===== config.mk =====
export PLATFORM = sky130hd
export DESIGN_NAME = alu_seq_unit
export DESIGN_NICKNAME = d
export VERILOG_FILES = /design/src/rtl/alu_pkg.sv /design/src/rtl/alu_shift_add_mul.sv /design/src/rtl/alu_seq_unit.sv
export SDC_FILE = /design/constraint.sdc
export NUM_CORES = 1
export LEC_CHECK = 0
export ABC_CLOCK_PERIOD_IN_PS = 2950
export CELL_PAD_IN_SITES_DETAIL_PLACEMENT = 1
export CELL_PAD_IN_SITES_GLOBAL_PLACEMENT = 1
export CORE_AREA = 2 2 109 111
export CTS_CLUSTER_SIZE = 12
export DETAILED_ROUTE_END_ITERATION = 10
export DIE_AREA = 0 0 111 113
export GPL_ROUTABILITY_DRIVEN = 0
export HOLD_SLACK_MARGIN = 0.12
export PLACE_DENSITY = 0.91
export SETUP_SLACK_MARGIN = 0.1
export SLEW_MARGIN = 40
export SYNTH_ARGS = -nofsm -noshare
export SYNTH_HDL_FRONTEND = slang
export SYNTH_SLANG_ARGS = --single-unit

===== constraint.sdc =====
create_clock -name clk -period 2.95 [get_ports clk]
set_input_delay 0.4425 -clock clk [delete_from_list [all_inputs] [get_ports clk]]
set_output_delay 0.4425 -clock clk [all_outputs]
set_load 0.02 [all_outputs]

===== src/rtl/alu_pkg.sv =====
// Shared opcodes, FSM state encoding and flag bit positions for alu_seq_unit.
package alu_pkg;

  localparam logic [3:0] OP_ADD = 4'd0;
  localparam logic [3:0] OP_SUB = 4'd1;
  localparam logic [3:0] OP_INC = 4'd2;
  localparam logic [3:0] OP_DEC = 4'd3;
  localparam logic [3:0] OP_SHR = 4'd4;
  localparam logic [3:0] OP_SHL = 4'd5;
  localparam logic [3:0] OP_OR  = 4'd6;
  localparam logic [3:0] OP_XOR = 4'd7;
  localparam logic [3:0] OP_AND = 4'd8;
  localparam logic [3:0] OP_NOT = 4'd9;
  localparam logic [3:0] OP_MUL = 4'd10;
  localparam logic [3:0] OP_ASR = 4'd11;

  typedef enum logic [1:0] {
    IDLE    = 2'd0,
    MUL_RUN = 2'd1,
    DONE    = 2'd2
  } state_t;

  localparam int FLAG_C = 0;
  localparam int FLAG_V = 1;
  localparam int FLAG_Z = 2;
  localparam int FLAG_S = 3;
  localparam int FLAG_P = 4;
  localparam int FLAG_W = 5;

endpackage


===== src/rtl/alu_shift_add_mul.sv =====
// N-cycle unsigned shift-add multiplier; start latches operands, done pulses
// for one cycle once the full 2N-bit product is available.
module alu_shift_add_mul #(
  parameter int N = 16
) (
  input  logic             clk,
  input  logic             reset_n,
  input  logic             start,
  input  logic [N-1:0]     a,
  input  logic [N-1:0]     b,
  output logic             done,
  output logic [2*N-1:0]   product
);

  localparam int CNT_W = $clog2(N + 1);

  logic [N-1:0]     mcand;
  logic [N-1:0]     hi;
  logic [N-1:0]     lo;
  logic [CNT_W-1:0] cnt;
  logic             busy;
  logic [N:0]       sum;

  // The multiplier bits leave lo from the bottom while product bits enter from the top.
  assign sum     = {1'b0, hi} + (lo[0] ? {1'b0, mcand} : '0);
  assign product = {hi, lo};

  // NOTE: state registers use non-blocking assignments so every flop samples
  // pre-edge values; blocking here would create order-dependent simulation.
  always_ff @(posedge clk or negedge reset_n) begin
    if (!reset_n) begin
      mcand <= '0;
      hi    <= '0;
      lo    <= '0;
      cnt   <= '0;
      busy  <= 1'b0;
      done  <= 1'b0;
    end else if (start) begin
      mcand <= a;
      hi    <= '0;
      lo    <= b;
      cnt   <= '0;
      busy  <= 1'b1;
      done  <= 1'b0;
    end else if (busy) begin
      hi   <= sum[N:1];
      lo   <= {sum[0], lo[N-1:1]};
      done <= (cnt == CNT_W'(N - 1));
      if (cnt == CNT_W'(N - 1)) begin
        busy <= 1'b0;
        cnt  <= '0;
      end else begin
        cnt <= cnt + CNT_W'(1);
      end
    end else begin
      done <= 1'b0;
    end
  end

endmodule


===== src/rtl/alu_seq_unit.sv =====
// Sequential ALU with valid/ready handshakes on both sides. Defining
// ALU_MUL_EN adds the multi-cycle unsigned multiply on opcode 10.
module alu_seq_unit
  import alu_pkg::*;
#(
  parameter int N = 16
) (
  input  logic         clk,
  input  logic         reset_n,
  input  logic         in_valid,
  output logic         in_ready,
  input  logic [N-1:0] a_in,
  input  logic [N-1:0] b_in,
  input  logic [3:0]   opcode,
  output logic         out_valid,
  input  logic         out_ready,
  output logic [N-1:0] y_out,
  output logic [N-1:0] y_hi,
  output logic         cflag,
  output logic         vflag,
  output logic         zflag,
  output logic         sflag,
  output logic         pflag,
  output logic         err
);

  state_t state;
  state_t state_nxt;

  logic              accept;
  logic              load;
  logic [N-1:0]      sc_y;
  logic              sc_c;
  logic              sc_v;
  logic              sc_err;
  logic [N-1:0]      y_nxt;
  logic [N-1:0]      hi_nxt;
  logic              mul_sel;
  logic              err_nxt;
  logic [FLAG_W-1:0] flag_nxt;
  logic [FLAG_W-1:0] flag_q;

  assign in_ready  = (state == IDLE);
  assign out_valid = (state == DONE);
  assign accept    = in_valid && in_ready;

`ifdef ALU_MUL_EN
  logic           mul_done;
  logic [2*N-1:0] mul_prod;

  alu_shift_add_mul #(.N(N)) u_mul (
    .clk     (clk),
    .reset_n (reset_n),
    .start   (accept && (opcode == OP_MUL)),
    .a       (a_in),
    .b       (b_in),
    .done    (mul_done),
    .product (mul_prod)
  );

  assign mul_sel = (state == MUL_RUN);
  assign load    = (accept && (opcode != OP_MUL)) || (mul_sel && mul_done);
`else
  assign mul_sel = 1'b0;
  assign load    = accept;
`endif

  always_ff @(posedge clk or negedge reset_n) begin
    if (!reset_n) state <= IDLE;
    else          state <= state_nxt;
  end

  always_comb begin
    state_nxt = state;
    case (state)
      IDLE: begin
        if (in_valid) begin
`ifdef ALU_MUL_EN
          state_nxt = (opcode == OP_MUL) ? MUL_RUN : DONE;
`else
          state_nxt = DONE;
`endif
        end
      end
      MUL_RUN: begin
`ifdef ALU_MUL_EN
        if (mul_done) state_nxt = DONE;
`else
        state_nxt = IDLE;
`endif
      end
      DONE:    if (out_ready) state_nxt = IDLE;
      default: state_nxt = IDLE;
    endcase
  end

  // Single-cycle datapath works straight off the inputs so the result is
  // captured on the accept edge itself.
  always_comb begin
    // NOTE: every output of a combinational block gets a default first;
    // a path that leaves one unassigned would infer a latch.
    sc_y   = '0;
    sc_c   = 1'b0;
    sc_v   = 1'b0;
    sc_err = 1'b0;
    case (opcode)
      OP_ADD: begin
        {sc_c, sc_y} = {1'b0, a_in} + {1'b0, b_in};
        sc_v = (a_in[N-1] == b_in[N-1]) && (sc_y[N-1] != a_in[N-1]);
      end
      OP_SUB: begin
        sc_y = a_in - b_in;
        sc_c = (a_in < b_in);
        sc_v = (a_in[N-1] != b_in[N-1]) && (sc_y[N-1] != a_in[N-1]);
      end
      OP_INC: begin
        sc_y = a_in + N'(1);
        sc_c = &a_in;
      end
      OP_DEC: begin
        sc_y = a_in - N'(1);
        sc_c = ~|a_in;
      end
      OP_SHR: begin
        sc_y = a_in >> 1;
        sc_c = a_in[0];
      end
      OP_SHL: begin
        sc_y = a_in << 1;
        sc_c = a_in[N-1];
      end
      OP_ASR: begin
        sc_y = {a_in[N-1], a_in[N-1:1]};
        sc_c = a_in[0];
      end
      OP_OR:   sc_y = a_in | b_in;
      OP_XOR:  sc_y = a_in ^ b_in;
      OP_AND:  sc_y = a_in & b_in;
      OP_NOT:  sc_y = ~a_in;
      default: sc_err = 1'b1;
    endcase
  end

  always_comb begin
    y_nxt   = sc_y;
    hi_nxt  = '0;
    err_nxt = sc_err;
    flag_nxt = '0;
    flag_nxt[FLAG_C] = sc_c;
    flag_nxt[FLAG_V] = sc_v;
`ifdef ALU_MUL_EN
    if (mul_sel) begin
      {hi_nxt, y_nxt}  = mul_prod;
      err_nxt          = 1'b0;
      flag_nxt[FLAG_C] = |mul_prod[2*N-1:N];
      flag_nxt[FLAG_V] = 1'b0;
    end
`endif
    flag_nxt[FLAG_Z] = ~|{hi_nxt, y_nxt};
    flag_nxt[FLAG_S] = mul_sel ? hi_nxt[N-1] : y_nxt[N-1];
    flag_nxt[FLAG_P] = ^y_nxt;
  end

  // Result registers hold after DONE; consumers qualify them with out_valid.
  always_ff @(posedge clk or negedge reset_n) begin
    if (!reset_n) begin
      y_out  <= '0;
      err    <= 1'b0;
      flag_q <= '0;
    end else if (load) begin
      y_out  <= y_nxt;
      err    <= err_nxt;
      flag_q <= flag_nxt;
    end
  end

`ifdef ALU_MUL_EN
  always_ff @(posedge clk or negedge reset_n) begin
    if (!reset_n)  y_hi <= '0;
    else if (load) y_hi <= hi_nxt;
  end
`else
  assign y_hi = '0;
`endif

  assign cflag = flag_q[FLAG_C];
  assign vflag = flag_q[FLAG_V];
  assign zflag = flag_q[FLAG_Z];
  assign sflag = flag_q[FLAG_S];
  assign pflag = flag_q[FLAG_P];

endmodule


==> results.cfg, run 1 <==
[floorplan]
io_pins = 80
rows = 39
initial_core_util = 0.425
chipHeight_um = 113
die_w_um = 111

[cts]
h-tree-depth = 1
cts-root-buf = clkbuf_16
numCtsBuffers = 3
postCtsHoldBufs = 0
cts-resized-gates = 265
cts_setup_buffers = 59
clockBufferDepth = 2
clock_sinks = 22

[synthesis]
synth_compound_area_frac = 0.321
synth_edf_count = 0
synth_top_family_by_area = compound AO/OA/AOI/OAI gates
synth_xor_xnor_area_share = 0.0512
synth_ff_type = dfrtp_1
synth_area_per_cell_um2 = 7.40
async_reset_ff_frac = 1.00
ys_seq_area_frac = 0.115
ys_types = 80
synthMuxAreaShare = 0.0170
synthAdderAreaFrac = 0.157
ys_ff_latch = 22
postSynthCellCount = 647
mappedNetlistArea_um2 = 4790
synthSimpleGateAreaFrac = 0.212
yosysWarningCount = 0

[placed_design]
hpwl_um = 21600
dpl_worst_slack_ns = -1.75
port_buffers = 63
place_inst = 1040

[status]
stop_stage = 4_1_cts
first-error = [ERROR DPL-0033] detailed placement checks failed during check placement.
run_status = stopped before the end
==> cell usage after synthesis (all sizes together), types with 10 or more instances <==
cell	number	area, um2
dfrtp	22	551
buf	31	229
nor2b	10	62.6
xnor2	28	245
a221oi	15	138
nand2	54	205
inv	45	169
a21oi	49	245
o211ai	13	97.6
nor3	19	95.1
ha	57	713
clkbuf	33	196
nor2	49	184
o21ai	50	258
nand3	14	70.1
a211oi	14	105
nand4	10	62.6
==> cells by family after synthesis <==
group	after synthesis
mux	8
other cells	1
compound gates	220
buf+inv	110
xor+xnor	28
simple gates	199
flops	22
fa+ha+maj	59
==> through the flow <==
step | utilization | instance area [um2] | TNS (ns) | hold WS, ns
floorplan | - | 4880 | -1.09 | 0.147
global placement | 0.624 | 7030 | -9.18 | 0.463
detailed placement | 0.623 | 7030 | -14.34 | 0.436
==> inputs of run 2 (changes only) <==
CELL_PAD_IN_SITES_DETAIL_PLACEMENT = default   (was 1)
CELL_PAD_IN_SITES_GLOBAL_PLACEMENT = default   (was 1)
CORE_AREA = 2 2 130 132   (was 2 2 109 111)
CTS_CLUSTER_SIZE = default   (was 12)
DIE_AREA = 0 0 132 134   (was 0 0 111 113)
HOLD_SLACK_MARGIN = default   (was 0.12)
PLACE_DENSITY = default   (was 0.91)
PLACE_DENSITY_LB_ADDON = 0.15   (was default)
SETUP_SLACK_MARGIN = default   (was 0.1)
==> run 2 against run 1 <==
- the flow now finishes, with violations (setup timing)
- synthesized area did not move
- synthesized cell count did not move
==> results.cfg, run 2 <==
[synthesis]
mappedNetlistArea_um2 = 4790
ys_types = 80
postSynthCellCount = 647
synth_ff_type = dfrtp_1
yosysTopAreaCell = ha_1
async_reset_ff_frac = 1.00
synthAdderAreaFrac = 0.157
synthMuxAreaShare = 0.0170
synth_compound_area_frac = 0.321
yosysWarningCount = 0
ys_ff_latch = 22
synth_top_family_by_area = compound AO/OA/AOI/OAI gates
ys_seq_area_frac = 0.115
synth_edf_count = 0
yosys.cell_count.top_type = ha_1
synth_xor_xnor_area_share = 0.0512
synthSimpleGateAreaFrac = 0.212
synth_area_leaders = ha_1, dfrtp_1, a21oi_1, xnor2_1, o21ai_0
ys_top_cells_by_count = ha_1, nand2_1, a21oi_1, nor2_1, o21ai_0
synth_area_per_cell_um2 = 7.40
yosys.area.top_type_share = 0.149

[cells_and_area]
largest_register_ffs = 15
largest-register = y_out
post_layout_nonfiller_instances = 1179
fin_nets = 1059
n_fill_cell = 1600
largestRegisters = y_out: 15 flops, flag_q: 5 flops
final_cell_mix = buf_4, nand2_1, nor2_1
seqCellArea_um2 = 551
multi_input_area_um2 = 4340
drive_gt1_frac = 0.449
final_common_cell = buf_4
final_cell_area_um2 = 8360
syn_to_final_growth_pct = 74.6
diodes = 0

[placed_design]
port_buffers = 63
placed_cell_area_um2 = 7300
place_inst = 1135
hpwl_um = 16600

[status]
run_status = finished with violations
violations = setup timing

[floorplan]
chipHeight_um = 134
rows = 47
io_pins = 80
initial_core_util = 0.294
die_w_um = 132
core_area_um2 = 16300
die_area_um2 = 17700

[sta]
fin_skew_ns = 0.00289
relSlewSlack = 0.662
drv_slew = 0
fmax_mhz = 278
rsz0062_at_grt = true
finalHoldViolCount = 0
finalCritPeriodShare = 1.22
setup_slack_ns = -0.653
fin_crit_ns = 3.60
final-setup-viol-count = 3
worst_slew_pin_slew_ns = 0.503

[setup_path]
path_delay_family = compound AO/OA/AOI/OAI gates
crit_path_start_kind = input port
slowest_stage = or4_4
path_max_fanout = 3
crit_type = in2reg
critPathRequiredTime_ns = 3.10
end_kind = register
worst-path-buf-inv = 4
path_cells = buf_8, inv_4, ha_4, fa_2, o21ba_4, or4_4, a31oi_4, a221oi_4, buf_4, buf_4, nand3_1, a21oi_2, a2111oi_4, ha_1, xnor2_1, xnor2_1, xnor2_1, o21ai_1
path_common_cell = xnor2_1
cp_slowest_stage_delay_ns = 0.44
cp.arrival_ns = 3.75

[route]
ant_nets = 0
drt_iter0_markers = 630
drc_errors = 0
drt_pass1_iterations = 7
via_count = 6278
wl_per_cell_um = 18.0
vias_per_cell = 5.32
drt_wl_total_um = 21200

[power_and_ir_drop]
ir_worst_vdd_mv = 0.309
p_int_mw = 1.50
sw_frac_of_total = 0.394
p_leak_nw = 3.75
total_power_mw = 2.48
p_seq_frac = 0.163
clock_power_share = 0.151
p_comb_frac = 0.686
switchingPower_uw = 979
powerDensity_nw_per_um2 = 297

[global_route]
grt_antenna_before_repair = 0
grt_pass1_wl_um = 32400
gr-total-overflow = 0
grt_pass1_vias = 6063
grt_max_degree = 23
grt_usage = 0.228

[cts]
clkTransAtPathRegs_ns = 0.06
cts-root-buf = clkbuf_16
h-tree-depth = 1
tritoncts = yes
clock_sinks = 22
clockBufferDepth = 2
numCtsBuffers = 3
clock_latency_ns = 0.26

[flow_run]
drv_cap = 0

[min_path]
min_path_type = in2async
-- run 2: cell counts after synthesis --
No cell type changed its count.
-- run 2: area by class of cell --
cell class	count	area share
clock buffer	3	0.00898
clock inverter	1	0.00359
inverter	45	0.0208
multi-input combinational	530	0.519
sequential	22	0.0659
tap	220	0.0329
timing repair buffer	358	0.349
-- run 2: cell families (layout without fill, tap and decap cells) --
family | after synthesis | after routing
other | 1 | 16
buffers and inverters | 110 | 407
adder cells (fa/ha/maj) | 59 | 59
AO/OA/AOI/OAI | 220 | 220
flip-flops | 22 | 22
AND/OR/NAND/NOR | 199 | 199
XOR/XNOR | 28 | 28
multiplexers | 8 | 8
-- run 2: metal layers --
metal,vias up,global-route usage,share of wire
met5,-,0,0
met4,0,0.0785,0.028
met3,50,0.0253,0.073
met2,306,0.394,0.48
met1,2953,0.295,0.42
li1,2969,-,-
-- run 2: path summary, 6_finish.rpt --
kind	startpoint	cells past startpoint	end	slack, ns
max in group asynchronous	reset_n	1	y_out[8]$_DFFE_PN0P_	2.49
setup reg to reg	state[1]$_DFFE_PN0P_	4	flag_q[3]$_DFFE_PN0P_	1.56
setup / recovery	a_in[0]	18	flag_q[4]$_DFFE_PN0P_	-0.65
hold reg to reg	y_out[3]$_DFFE_PN0P_	2	y_out[3]$_DFFE_PN0P_	0.48
min in group clk	y_out[3]$_DFFE_PN0P_	2	y_out[3]$_DFFE_PN0P_	0.48
hold / removal	reset_n	1	y_out[6]$_DFFE_PN0P_	0.14
-- run 2: power groups by stage --
stage / combinational (mW) / sequential, mW / clock [mW]
finish: 1.70 / 0.404 / 0.376
CTS: 1.61 / 0.405 / 0.387
global placement: 1.47 / 0.407 / 0
detailed placement: 1.48 / 0.410 / 0
floorplan: 0.684 / 0.488 / 0
global route: 1.82 / 0.414 / 0.398
-- run 2: repair_timing --
action / 4_1_cts / 5_1_grt
endpoints found under the setup margin: 15 / 14
setup buffers: 25 / 17
pin swaps: 40 / 35
gates resized for setup: 135 / 77
hold buffers: 0 / 0
-- run 2: metrics by stage --
stage                     utilization  setup slack (ns)  hold slack [ns]  TNS (ns)
after CTS                       0.489            -0.748            0.151     -1.35
after floorplan                     -            -0.720            0.147     -1.09
final                           0.513            -0.653            0.138    -0.897
after global placement          0.448             -1.41            0.461    -10.39
after global routing            0.513            -0.833            0.185     -1.46
after detailed placement        0.448             -1.51            0.427    -11.00
Note: power is estimated with default switching activity, not from simulation.
